File: config.mk
export PLATFORM = sky130hd
export DESIGN_NAME = uart_rx_core
export DESIGN_NICKNAME = d
export VERILOG_FILES = /design/src/rtl/uart_pkg.sv /design/src/rtl/uart_rx_sync.sv /design/src/rtl/uart_rx_core.sv
export SDC_FILE = /design/constraint.sdc
export NUM_CORES = 1
export LEC_CHECK = 0
export BUFFER_PORTS_ARGS = -buffer_cell sky130_fd_sc_hd__buf_4
export CAP_MARGIN = 30
export CORE_ASPECT_RATIO = 1.1
export CORE_UTILIZATION = 45
export CTS_CLUSTER_DIAMETER = 150
export DETAILED_ROUTE_END_ITERATION = 16
export PLACE_DENSITY = 0.67
export SYNTH_ARGS = -nofsm -noshare
export SYNTH_HDL_FRONTEND = slang
export SYNTH_SLANG_ARGS = --single-unit
export TNS_END_PERCENT = 50
File: constraint.sdc
create_clock -name system_clk -period 2.8 [get_ports system_clk]
set_clock_uncertainty 0.2 [all_clocks]
set_input_delay 0.42 -clock system_clk [delete_from_list [all_inputs] [get_ports system_clk]]
set_output_delay 0.42 -clock system_clk [all_outputs]
set_load 0.05 [all_outputs]
File: src/rtl/uart_pkg.sv
// Shared UART definitions: receiver state encoding, default bit timing and
// parity-mode constants common to the receive and transmit paths.
package uart_pkg;

    typedef enum logic [2:0] {
        IDLE,
        START,
        DATA,
        PARITY,
        STOP,
        BRK_WAIT
    } rx_state_t;

    // 50 MHz system clock at 115200 baud
    localparam int DEFAULT_CLKS_PER_BIT = 434;

    localparam bit PAR_EVEN = 1'b0;
    localparam bit PAR_ODD  = 1'b1;

endpackage

File: src/rtl/uart_rx_sync.sv
// Two-flop synchroniser for an asynchronous pad input; resets to the idle-high
// line level so a reset never looks like a start bit.
module uart_rx_sync (
    input  logic clk,
    input  logic rst_n,
    input  logic d,
    output logic q
);

    logic meta_q, meta_d;
    logic sync_q, sync_d;

    always_comb begin
        meta_d = d;
        sync_d = meta_q;
    end

    always_ff @(posedge clk or negedge rst_n) begin
        if (!rst_n) begin
            meta_q <= 1'b1;
            sync_q <= 1'b1;
        end else begin
            meta_q <= meta_d;
            sync_q <= sync_d;
        end
    end

    assign q = sync_q;

endmodule

File: src/rtl/uart_rx_core.sv
// UART receiver: start-bit validation, mid-bit sampling, optional parity,
// stop/break handling and a single-entry valid/ready holding register.
module uart_rx_core
    import uart_pkg::*;
#(
    parameter int CLKS_PER_BIT = DEFAULT_CLKS_PER_BIT,
    parameter int DATA_BITS    = 8,
    parameter bit PARITY_EN    = 1'b0,
    parameter bit PARITY_ODD   = PAR_EVEN
) (
    input  logic                 system_clk,
    input  logic                 reset_n,
    input  logic                 uart0_rxd,
    output logic [DATA_BITS-1:0] rx_data,
    output logic                 rx_valid,
    input  logic                 rx_ready,
    output logic                 frame_err,
    output logic                 parity_err,
    output logic                 overrun,
    output logic                 busy
);

    localparam int CW = $clog2(CLKS_PER_BIT);
    localparam int BW = $clog2(DATA_BITS + 1);
    // Counter restarts at 0 the cycle after each sample, so terminal counts are N-1
    localparam logic [CW-1:0] HALF_M1 = CW'(CLKS_PER_BIT / 2 - 1);
    localparam logic [CW-1:0] FULL_M1 = CW'(CLKS_PER_BIT - 1);
    localparam logic [BW-1:0] LAST_BIT = BW'(DATA_BITS - 1);

    logic rxd_s;

    uart_rx_sync u_sync (
        .clk   (system_clk),
        .rst_n (reset_n),
        .d     (uart0_rxd),
        .q     (rxd_s)
    );

    rx_state_t            state_q, state_d;
    logic [CW-1:0]        cnt_q, cnt_d;
    logic [BW-1:0]        bit_cnt_q, bit_cnt_d;
    logic [DATA_BITS-1:0] shift_q, shift_d;
    logic                 par_err_q, par_err_d;
    logic [DATA_BITS-1:0] rx_data_q, rx_data_d;
    logic                 rx_valid_q, rx_valid_d;
    logic                 frame_err_q, frame_err_d;
    logic                 parity_err_q, parity_err_d;
    logic                 overrun_q, overrun_d;
    logic                 sample;
    logic                 done;

    always_comb begin
        state_d   = state_q;
        cnt_d     = cnt_q + 1'b1;
        bit_cnt_d = bit_cnt_q;
        shift_d   = shift_q;
        par_err_d = par_err_q;
        done      = 1'b0;
        sample    = (state_q == START) ? (cnt_q == HALF_M1) : (cnt_q == FULL_M1);

        case (state_q)
            IDLE: begin
                cnt_d     = '0;
                bit_cnt_d = '0;
                par_err_d = 1'b0;
                if (!rxd_s) state_d = START;
            end
            START: begin
                if (sample) begin
                    cnt_d   = '0;
                    state_d = rxd_s ? IDLE : DATA;
                end
            end
            DATA: begin
                if (sample) begin
                    cnt_d   = '0;
                    shift_d = {rxd_s, shift_q[DATA_BITS-1:1]};
                    if (bit_cnt_q == LAST_BIT) begin
                        bit_cnt_d = '0;
                        state_d   = PARITY_EN ? PARITY : STOP;
                    end else begin
                        bit_cnt_d = bit_cnt_q + 1'b1;
                    end
                end
            end
            PARITY: begin
                if (sample) begin
                    cnt_d     = '0;
                    par_err_d = (^shift_q) ^ rxd_s ^ PARITY_ODD;
                    state_d   = STOP;
                end
            end
            STOP: begin
                if (sample) begin
                    cnt_d   = '0;
                    done    = 1'b1;
                    // A low stop bit may be a break; wait for the line to recover
                    state_d = rxd_s ? IDLE : BRK_WAIT;
                end
            end
            BRK_WAIT: begin
                cnt_d = '0;
                if (rxd_s) state_d = IDLE;
            end
            default: begin
                cnt_d   = '0;
                state_d = IDLE;
            end
        endcase
    end

    always_comb begin
        rx_data_d    = rx_data_q;
        rx_valid_d   = rx_valid_q && !rx_ready;
        frame_err_d  = frame_err_q;
        parity_err_d = parity_err_q;
        overrun_d    = 1'b0;
        if (done) begin
            // Load if empty or the held word is leaving this cycle
            if (!rx_valid_q || rx_ready) begin
                rx_data_d    = shift_q;
                rx_valid_d   = 1'b1;
                frame_err_d  = !rxd_s;
                parity_err_d = PARITY_EN ? par_err_q : 1'b0;
            end else begin
                overrun_d = 1'b1;
            end
        end
    end

    always_ff @(posedge system_clk or negedge reset_n) begin
        if (!reset_n) begin
            state_q      <= IDLE;
            cnt_q        <= '0;
            bit_cnt_q    <= '0;
            shift_q      <= '0;
            par_err_q    <= 1'b0;
            rx_data_q    <= '0;
            rx_valid_q   <= 1'b0;
            frame_err_q  <= 1'b0;
            parity_err_q <= 1'b0;
            overrun_q    <= 1'b0;
        end else begin
            state_q      <= state_d;
            cnt_q        <= cnt_d;
            bit_cnt_q    <= bit_cnt_d;
            shift_q      <= shift_d;
            par_err_q    <= par_err_d;
            rx_data_q    <= rx_data_d;
            rx_valid_q   <= rx_valid_d;
            frame_err_q  <= frame_err_d;
            parity_err_q <= parity_err_d;
            overrun_q    <= overrun_d;
        end
    end

    assign rx_data    = rx_data_q;
    assign rx_valid   = rx_valid_q;
    assign frame_err  = frame_err_q;
    assign parity_err = parity_err_q;
    assign overrun    = overrun_q;
    assign busy       = (state_q != IDLE);

endmodule
======== Word-level counts from Yosys, hierarchy flattened ========
Index checks and enable logic that the tools add are counted.
storage, ports and cells
  register bits ........................... 37
  word-level logic and storage cells ...... 62
  input bits .............................. 4
  output and inout port bits .............. 13
operators by class
  reduce and logical (&&, ||, !) cells .... 13
  muxes and demuxes ....................... 22
  eq/ne operators ......................... 15
  add/sub/neg operators ................... 2
operators with widths
  operator                                                                  count
  3-bit 2-to-1 mux                                                          8
  9-bit 2-to-1 mux                                                          2
  3-bit case mux with 6 select lines                                        1
  2-bit inequality test (second input constant)                             6
  9-bit by 1-bit adder with 9-bit output (second input constant)            1
  9-bit by 8-bit == test with 1-bit output (second input constant)          1
  9-bit == test (second input constant)                                     1
  4-bit 2-to-1 mux                                                          2
  4-bit case mux with 2 select lines                                        1
  1-bit 2-to-1 mux                                                          7
  7-bit AND reduction                                                       1
  3-bit by 2-bit == test with 1-bit output (second input constant)          2
  3-bit == test (second input constant)                                     2
  2-bit AND reduction                                                       3
  4-bit by 1-bit adder with 4-bit output (second input constant)            1
  4-bit by 3-bit == test with 1-bit output (second input constant)          1
  4-bit OR reduction                                                        1
  3-bit by 1-bit == test with 1-bit output (second input constant)          1
  1-bit logical NOT                                                         3
  3-bit logical NOT                                                         1
  3-bit nonzero test                                                        1
  2-bit 2-to-1 mux                                                          1
  2-bit by 1-bit inequality test with 1-bit output (second input constant)  1
  2-bit nonzero test                                                        1
  2 further kinds                                                           2

======== Longest topological paths before layout ========
Gate-level depths: netlist of run 1.
  depth in word-level cells ............... 5
  depth in mapped cells ................... 6
  gate-level depth less buffers ........... 5

======== Modules after synthesis ========
From an unflattened synthesis of run 1, not the netlist that was laid out.
second synthesis, totals
  cell total of the unflattened synthesis .. 145
  area total of the unflattened synthesis .. 1,734.2 um^2
by module, submodules not included
  module        times used  cells an instance  seq. area each (um^2)  area each (um^2)
  uart_rx_core  1           143                875.8                  1,681.6
  uart_rx_sync  1           2                  52.6                   52.6

======== Worst setup path after synthesis of run 1 ========
OpenSTA, ideal clock, no wires.
  path kind ............................... register to register
  from .................................... register cnt_q[2]
  to ...................................... register shift_q[0]
  stages on the path, launching flop included .. 7
  data required time ...................... 2.475 ns
  library setup time ...................... 0.125 ns
  setup slack ............................. 0.823 ns
  arrival time ............................ 1.652 ns
  period minus slack after synthesis ...... 1.977 ns
  path buffers ............................ 2
  path through ............................ dfrtp_1 > and4bb_4 > and3_4 > buf_6 > and3_4 > buf_6 > mux2_4
between the ends
  word-level cells in the longest chain between the ends .. 3
  elaborated cells on any way between the ends .. 4
  those cells by class .................... 2 x eq/ne; 1 x mux; 1 x reduce/logical
RTL lines
  what                                                                       RTL line             RTL
  from (decl)                                                                uart_rx_core.sv:40   logic [CW-1:0] cnt_q, cnt_d;
  from (signal assigned)                                                     uart_rx_core.sv:145  cnt_q <= cnt_d;
  9-bit == test or 9-bit by 8-bit == test with 1-bit output (tied branches)  uart_rx_core.sv:59   sample = (state_q == START) ? (cnt_q == HALF_M1) : (cnt_q == FULL_M1);
  1-bit 2-to-1 mux (*)                                                       uart_rx_core.sv:59
  2-bit AND reduction (no source line) (*)                                   n/a
  to (signal assigned)                                                       uart_rx_core.sv:147  shift_q <= shift_d;
  to (decl)                                                                  uart_rx_core.sv:42   logic [DATA_BITS-1:0] shift_q, shift_d;
Every way passes the cells marked *; elsewhere a longest branch is shown, timed or not.
A chain may end at the register's enable or synchronous reset.

======== Worst setup path in the final report of run 1 ========
  from .................................... register cnt_q[2]
  to ...................................... register rx_data_q[6], in the netlist rx_data[6]
between the ends
  word-level cells in the longest chain between the ends .. 5
  elaborated cells on any way between the ends .. 6
  those cells by class .................... 2 x eq/ne; 3 x mux; 1 x reduce/logical
RTL lines
  what                                                                       RTL line             RTL
  9-bit == test or 9-bit by 8-bit == test with 1-bit output (tied branches)  uart_rx_core.sv:59
  1-bit 2-to-1 mux (*)                                                       uart_rx_core.sv:59
  1-bit 2-to-1 mux (*)                                                       uart_rx_core.sv:94   if (sample) begin
  1-bit 2-to-1 mux (*)                                                       uart_rx_core.sv:61   case (state_q)
  2-bit AND reduction (no source line) (*)                                   n/a
  to (signal assigned)                                                       uart_rx_core.sv:149  rx_data_q <= rx_data_d;
  to (decl)                                                                  uart_rx_core.sv:44   logic [DATA_BITS-1:0] rx_data_q, rx_data_d;
Marks and branches as above.

==> out/metrics.cfg, run 1 <==
[clock_network]
cts_buffers=5
ctsLongestPathBuffers=2
post_cts_buffers=0
clock-sinks=37
post_cts_resize_count=0
htreeDepth=2
path_clk_slew_ns=0.07
cts_tree=built
ctsHoldBuffers=1
clock_latency_ns=0.29
root_buffer=clkbuf_8

[global_route]
antenna_found_initial=0
grt_usage_pct=17.6
met3_usage_pct=4.60
gr-usage-met1_pct=23.6
grtUsageMet2_pct=25.3
grt_max_degree=38
grt_busiest_layer=met2
grt_pass1_vias=1076
gr-total-overflow=0
grt_pass1_wl_mm=5.15

[routing]
postRouteAntennaNets=0
drc=0
drt_pass1_iterations=4
via_per_inst=5.40
initialDrtViolationCount=104
totalWireLength_mm=3.06
wire_per_inst_um=14.5
route.vias.total=1140

[timing]
period_needed_ns=2.28
setup_tns_ns=0
fmax_mhz=439
slew_violations=0
rsz0062_at_grt=no
hold_violations=0
setup_viol_count_final=0
timing.final.crit_share_pct=81.3

[yosys]
synth_largest_area_cell=dfrtp_1
synth_area_leaders=dfrtp_1 (50%), mux2_4 (6.9%), mux2_2 (3.2%)
synth_top_area_share_pct=50.1
synth_nets=149
async_reset_ff_share_pct=100
yosysWarningCount=0
ys.flop_type=dfrtp_1
synth_edf_count=0
syn_avg_cell_area_um2=12.2
syn_inst=143
ys_ff_latch=37
syn_area_um2=1750
seq_area_frac_synth_pct=53.1
ys_types=44

[layout]
fin_util_pct=54.5
fill_cells=328
syn_to_final_growth_pct=14.9
drive_gt1_share_pct=26.7
diodes=0
final-seq-area_um2=928
final_common_cell=dfrtp_1
layout.nets=166
instances_no_fill=211
final_cell_mix=dfrtp_1 (35), buf_4 (15), nor3_1 (10)
multi_input_area_um2=759

[power]
pwr-share-clk_pct=46.2
power_density_nw_per_um2=514
cellInternalPower_w=0.000830
pwr-share-comb_pct=1.7
power_frac_seq_pct=52.1
ir_worst_vdd_v=0.000358
switching_power_w=0.000203
leakage_nw=0.965
p_sw_share_pct=19.6

[floorplanning]
start_util_pct=47.5
die_w_um=61.4
core_area_um2=3680
die_area_um2=4140
io_pins=17
row_count=23
die_h_um=67.4

[setup_path]
critical_path_class=reg -> reg
startpoint_type=flop
worst_ep_required_time_ns=2.77
worstPathArrival_ns=2.25
crit_fanout=11
endpoint_kind=flop

[place]
dp.cells=202
port_buffers=15
finalWeightedCongestion=0.853
detailedPlacementHpwl_mm=2.09

[status]
outcome=completed

[hold_path]
hold_class=in -> reg

[job]
maxCapViolations=0

## final cells by class
cell class | count | area share, %
Clock buffer | 6 | 4.11
Clock inverter | 2 | 1.87
Inverter | 4 | 0.748
Multi-Input combinational cell | 96 | 37.8
Sequential cell | 37 | 46.2
Tap cell | 50 | 3.12
Timing Repair Buffer | 16 | 6.11
## final timing paths
| kind | from | endpoint | slack (ns) | cells after the start |
|---|---|---|---|---|
| worst max-delay path | cnt_q[2]$_DFF_PN0_ | rx_data[6]$_DFFE_PN0P_ | 0.52 | 4 |
| worst min-delay path | uart0_rxd | u_sync.meta_q$_DFF_PN1_ | 0.04 | 1 |
| worst max register to register | cnt_q[2]$_DFF_PN0_ | rx_data[6]$_DFFE_PN0P_ | 0.52 | 4 |
| worst min register to register | u_sync.meta_q$_DFF_PN1_ | u_sync.q$_DFF_PN1_ | 0.16 | 0 |
| max in group asynchronous | reset_n | u_sync.meta_q$_DFF_PN1_ | 1.62 | 2 |
| min in group asynchronous | reset_n | bit_cnt_q[1]$_DFFE_PN0P_ | 0.42 | 2 |
## layer usage
layer | wire length, µm | vias up
met3 | 113 | 8
met4 | 72 | 0
met2 | 1440 | 26
met1 | 1430 | 559
met5 | 0 | -
li1 | - | 547
## kinds of logic after synthesis
logic type	after synthesis	synth area share [%]
XOR/XNOR	7	3.51
multiplexers	19	13.8
flip-flops	37	53.1
AND/OR/NAND/NOR	54	18.9
adder cells (fa/ha/maj)	2	1.43
other	1	0.215
AO/OA/AOI/OAI	13	5.58
buffers and inverters	10	3.44
## power groups by stage
stage	combinational, W	clock [W]	sequential (W)
floorplan	0.00000505	0	0.000548
global placement	0.0000174	0	0.000548
detailed placement	0.0000177	0	0.000548
CTS	0.0000187	0.000492	0.000538
global route	0.0000210	0.000515	0.000538
finish	0.0000178	0.000477	0.000538
## sequential cells by signal, indices dropped and copies added, names as in the netlist
signal and count:
bit_cnt_q 4, cnt_q 9, frame_err 1, overrun 1, rx_data 8, rx_valid 1
shift_q 8, state_q 3, u_sync.meta_q 1, u_sync.q 1
## cells in the mapped netlist (3+ instances only)
cell / number
dfrtp_1: 35
nor3_1: 10
mux2_4: 8
nand2_1: 7
nor2_1: 7
xor2_1: 6
mux2_2: 5
nand3_1: 5
and3_1: 4
inv_1: 4
mux2_1: 4
nand4_1: 4
nor3b_1: 3
## worst max-delay path, cell delays in order, from the launching register on
cell and delay [ns]:
dfrtp_1 0.43, and4bb_4 0.38, and3_4 0.27, and4_1 0.48
mux2_2 0.39
## through the flow
step                hold WS [ns]  power (W)  setup WS, ns  cell area, µm²
floorplan                -0.0756   0.000553         0.823            1750
global placement           0.147   0.000565         0.622            1880
detailed placement         0.148   0.000566         0.541            1880
CTS                       0.0249    0.00105         0.537            2010
global route              0.0264    0.00107         0.461            2010
finish                    0.0375    0.00103         0.523            2010
No activity file was read; power rests on OpenSTA's default activity.
==> run 2, diff against run 1 <==
--- a/config.mk
+++ b/config.mk
@@ -5,6 +5,7 @@
 export SDC_FILE = /design/constraint.sdc
 export NUM_CORES = 1
 export LEC_CHECK = 0
+export ABC_AREA = 1
 export BUFFER_PORTS_ARGS = -buffer_cell sky130_fd_sc_hd__buf_4
 export CAP_MARGIN = 30
 export CORE_ASPECT_RATIO = 1.1
==> constraint.sdc (replaced) <==
create_clock -name system_clk -period 2.4 [get_ports system_clk]
set_clock_uncertainty 0.2 [all_clocks]
set_input_delay 0.36 -clock system_clk [delete_from_list [all_inputs] [get_ports system_clk]]
set_output_delay 0.36 -clock system_clk [all_outputs]
set_load 0.05 [all_outputs]
==> run 2 against run 1 <==
Against the previous run: sequential power up 17%; sequential share of layout area decreased by 0.54 points; synthesized cell count is 50% higher; non-clock buffer count grew 1; setup slack gained 0.044 ns; first-iteration DRC count is 39% lower; design area up 1.2%; die area rose by 0.62%; largest power group unchanged; core utilization grew 0.65 points; routed wire length is 0.85% higher.
==> out/metrics.cfg, run 2 <==
[yosys]
syn_avg_cell_area_um2=8.18  ; -33%
synth_top_area_share_pct=49.8  ; -0.32 points
yosysWarningCount=0  ; unchanged
ys_ff_latch=37  ; unchanged
synth_largest_area_cell=dfrtp_1
synthAdderAreaFrac_pct=1.42  ; -0.0092 points
synthMuxAreaShare_pct=0  ; -14 points
synth_top_family_by_area=simple AND/OR/NAND/NOR gates
synth-compound-area-share_pct=1.42  ; -4.2 points
ys_types=24  ; -45%
synth_nets=221  ; +48%
syn_inst=215  ; +50%
synth_area_leaders=dfrtp_1 (50%), nand2_1 (16%), inv_1 (4.7%)
syn_area_um2=1760  ; +0.64%
synth_commonest_cells=nand2_1 (76), dfrtp_1 (35), inv_1 (22), nor2_1 (22)
ys.flop_type=dfrtp_1
synth_edf_count=0  ; unchanged
synthXorXnorAreaFrac_pct=1.99  ; -1.5 points
yosysMostFrequentCell=nand2_1
async_reset_ff_share_pct=100  ; unchanged
seq_area_frac_synth_pct=52.8  ; -0.34 points
yosys.area_share.simple_pct=34.9  ; +16 points

[hold_path]
min_path_cells=0  ; -1
min_to=u_sync.q$_DFF_PN1_
hp-start=u_sync.meta_q$_DFF_PN1_
hold_class=reg -> reg

[timing]
setup_viol_count_final=0  ; unchanged
period_needed_ns=1.83  ; -0.444 ns
rsz0062_at_grt=no
fmax_mhz=546  ; +24%
hold_violations=0  ; unchanged
slew_violations=0  ; unchanged
timing.final.crit_share_pct=76.4  ; -4.9 points
setup_tns_ns=0  ; unchanged

[clock_network]
post_cts_resize_count=0  ; unchanged
path_clk_slew_ns=0.07  ; about the same
root_buffer=clkbuf_8
clock-sinks=37  ; unchanged
cts_buffers=5  ; unchanged
htreeDepth=2  ; unchanged
clock_latency_ns=0.29  ; about the same
ctsLongestPathBuffers=2  ; unchanged
cts_tree=built

[global_route]
gr-total-overflow=0  ; unchanged
grt_pass1_vias=1260  ; +17%
grt_usage_pct=18.1  ; +0.44 points
grt_pass1_wl_mm=5.49  ; +6.4%
antenna_found_initial=0  ; unchanged
grt_max_degree=38  ; unchanged

[power]
cellInternalPower_w=0.000943  ; +14%
power_density_nw_per_um2=585  ; +14%
power_frac_seq_pct=52.8  ; +0.7 points
p_sw_share_pct=20.6  ; +1.0 points
switching_power_w=0.000245  ; +21%
ir_worst_vdd_v=0.000446  ; +25%
pwr-share-comb_pct=1.9  ; +0.2 points
leakage_nw=1.10  ; +14%
pwr-share-clk_pct=45.3  ; -0.9 points

[place]
place_area_um2=1900  ; +1.0%
finalWeightedCongestion=0.733  ; -14%
port_buffers=15  ; unchanged
detailedPlacementHpwl_mm=2.26  ; +7.9%

[setup_path]
crit_fanout=11  ; unchanged
worstPathArrival_ns=1.81  ; -0.44 ns
cp_common_cell=nand2_1
crit_slowest_cell=dfrtp_1
startpoint_type=flop
max_stage_delay_ns=0.44  ; -0.04 ns
r2r-start=state_q[0]$_DFFE_PN0P_
ff2ff_path_depth=6  ; +2
endpoint_kind=flop
critical_path_class=reg -> reg
worst_ep_required_time_ns=2.38  ; -0.39 ns
reg2reg_slack_ns=0.57  ; +0.04 ns
timing.rr.end=rx_data[7]$_DFFE_PN0P_
cp_cell_sequence=nor2_1, nand2_1, inv_1, nand4_2, nand2_1, nand2_1

[layout]
final_common_cell=nand2_1
diodes=0  ; unchanged
largest_reg_flops=9  ; unchanged
syn_to_final_growth_pct=15.5
drive_gt1_share_pct=14.9  ; -12 points
final_cell_mix=nand2_1 (76), dfrtp_1 (35), inv_1 (22), nor2_1 (22), buf_4 (15)
layout.nets=240  ; +45%
design_area_um2=2030  ; +1.2%
regMostFlops=cnt_q

[routing]
initialDrtViolationCount=63  ; -39%
drc=0  ; unchanged
postRouteAntennaNets=0  ; unchanged
drt_pass1_iterations=4  ; unchanged
totalWireLength_mm=3.08  ; +0.85%
route.vias.total=1367  ; +20%
wire_per_inst_um=10.8  ; -25%
via_per_inst=4.80  ; -11%

[floorplanning]
die_w_um=61.6  ; +0.31%
core_area_um2=3680  ; unchanged
die_area_um2=4160  ; +0.62%
io_pins=17  ; unchanged
start_util_pct=47.8  ; +0.31 points
row_count=23  ; unchanged
die_h_um=67.6  ; +0.31%

[status]
outcome=completed

[job]
maxCapViolations=0  ; unchanged

==> run 2: cell types whose count changed after synthesis, moves of 4 or more <==
cell and delta:
and3_1 -4, nand2_1 +69, nor3_1 -7, nand4_1 +9
mux2_4 -8, mux2_2 -5, nand2_2 +4, mux2_1 -4
nor2_1 +15, inv_1 +18, nand3_1 +8
==> run 2: metal layers <==
metal | up-vias | GRT usage [%] | wire [µm]
met3 | 7 | 3.45 | 108
met5 | - | 0 | 0
met2 | 28 | 27.6 | 1400
met4 | 0 | 9.17 | 69
li1 | 714 | - | -
met1 | 618 | 24.2 | 1500
==> run 2: cell families (layout without fill, tap and decap cells) <==
family                     count (synthesis)  count (layout)
AOI/OAI and AO/OA                          5               5
and+or+nand+nor                          137             137
buffers and inverters                     29              49
other                                      1               1
adders and majority gates                  2               2
DFF                                       37              37
xor gates and xnor gates                   4               4
==> run 2: worst max-delay path, delay by kind of cell, from the launching register on <==
kind,cells,cell delay [ns]
simple gates,5,0.82
flops,1,0.44
buf+inv,1,0.27
==> run 2: final cells by class <==
class	instances	area [µm²]
clock buffers	5	68.8
fillers	364	1650
inverters	24	90.1
flip-flops and latches	37	928
multi-input cells	149	703
clock inverters	3	46.3
repair buffers	17	133
well taps	50	62.6
==> run 2: through the flow <==
step / hold WS, ns / utilization, % / worst slack, ns / power [W] / cells
6_report: 0.157 / 55.2 / 0.567 / 0.00119 / 285
5_1_grt: 0.164 / 55.2 / 0.392 / 0.00123 / 285
4_1_cts: 0.158 / 55.2 / 0.560 / 0.00120 / 285
3_5_place_dp: 0.142 / 51.5 / 0.570 / 0.000660 / 275
3_3_place_gp: 0.146 / 51.5 / 0.595 / 0.000661 / 275
2_1_floorplan: -0.136 / - / 0.853 / 0.000645 / 215
==> run 2: power groups by stage <==
| stage | clock, W | sequential, W | combinational, W |
|---|---|---|---|
| after global placement | 0 | 0.000639 | 0.0000213 |
| final | 0.000538 | 0.000627 | 0.0000223 |
| after detailed placement | 0 | 0.000639 | 0.0000209 |
| after global routing | 0.000580 | 0.000627 | 0.0000267 |
| after floorplan | 0 | 0.000639 | 0.00000609 |
| after CTS | 0.000553 | 0.000627 | 0.0000235 |
==> run 2: what timing repair did <==
item | CTS | global route
buffers inserted | 0 | 0
endpoints found under the hold margin | 36 | 0
hold buffers | 2 | 0
==> run 2: worst max-delay path by stage <==
| stage | start | to | slack, ns | cells past startpoint |
|---|---|---|---|---|
| after CTS | state_q[0]$_DFFE_PN0P_ | rx_data[7]$_DFFE_PN0P_ | 0.56 | 6 |
| after global routing | state_q[0]$_DFFE_PN0P_ | rx_data[7]$_DFFE_PN0P_ | 0.39 | 6 |
| after floorplan | state_q[0]$_DFFE_PN0P_ | state_q[0]$_DFFE_PN0P_ | 0.85 | 7 |
| after global placement | state_q[0]$_DFFE_PN0P_ | frame_err$_DFFE_PN0P_ | 0.59 | 6 |
| after detailed placement | state_q[0]$_DFFE_PN0P_ | rx_data[7]$_DFFE_PN0P_ | 0.57 | 6 |
| final | state_q[0]$_DFFE_PN0P_ | rx_data[7]$_DFFE_PN0P_ | 0.57 | 6 |
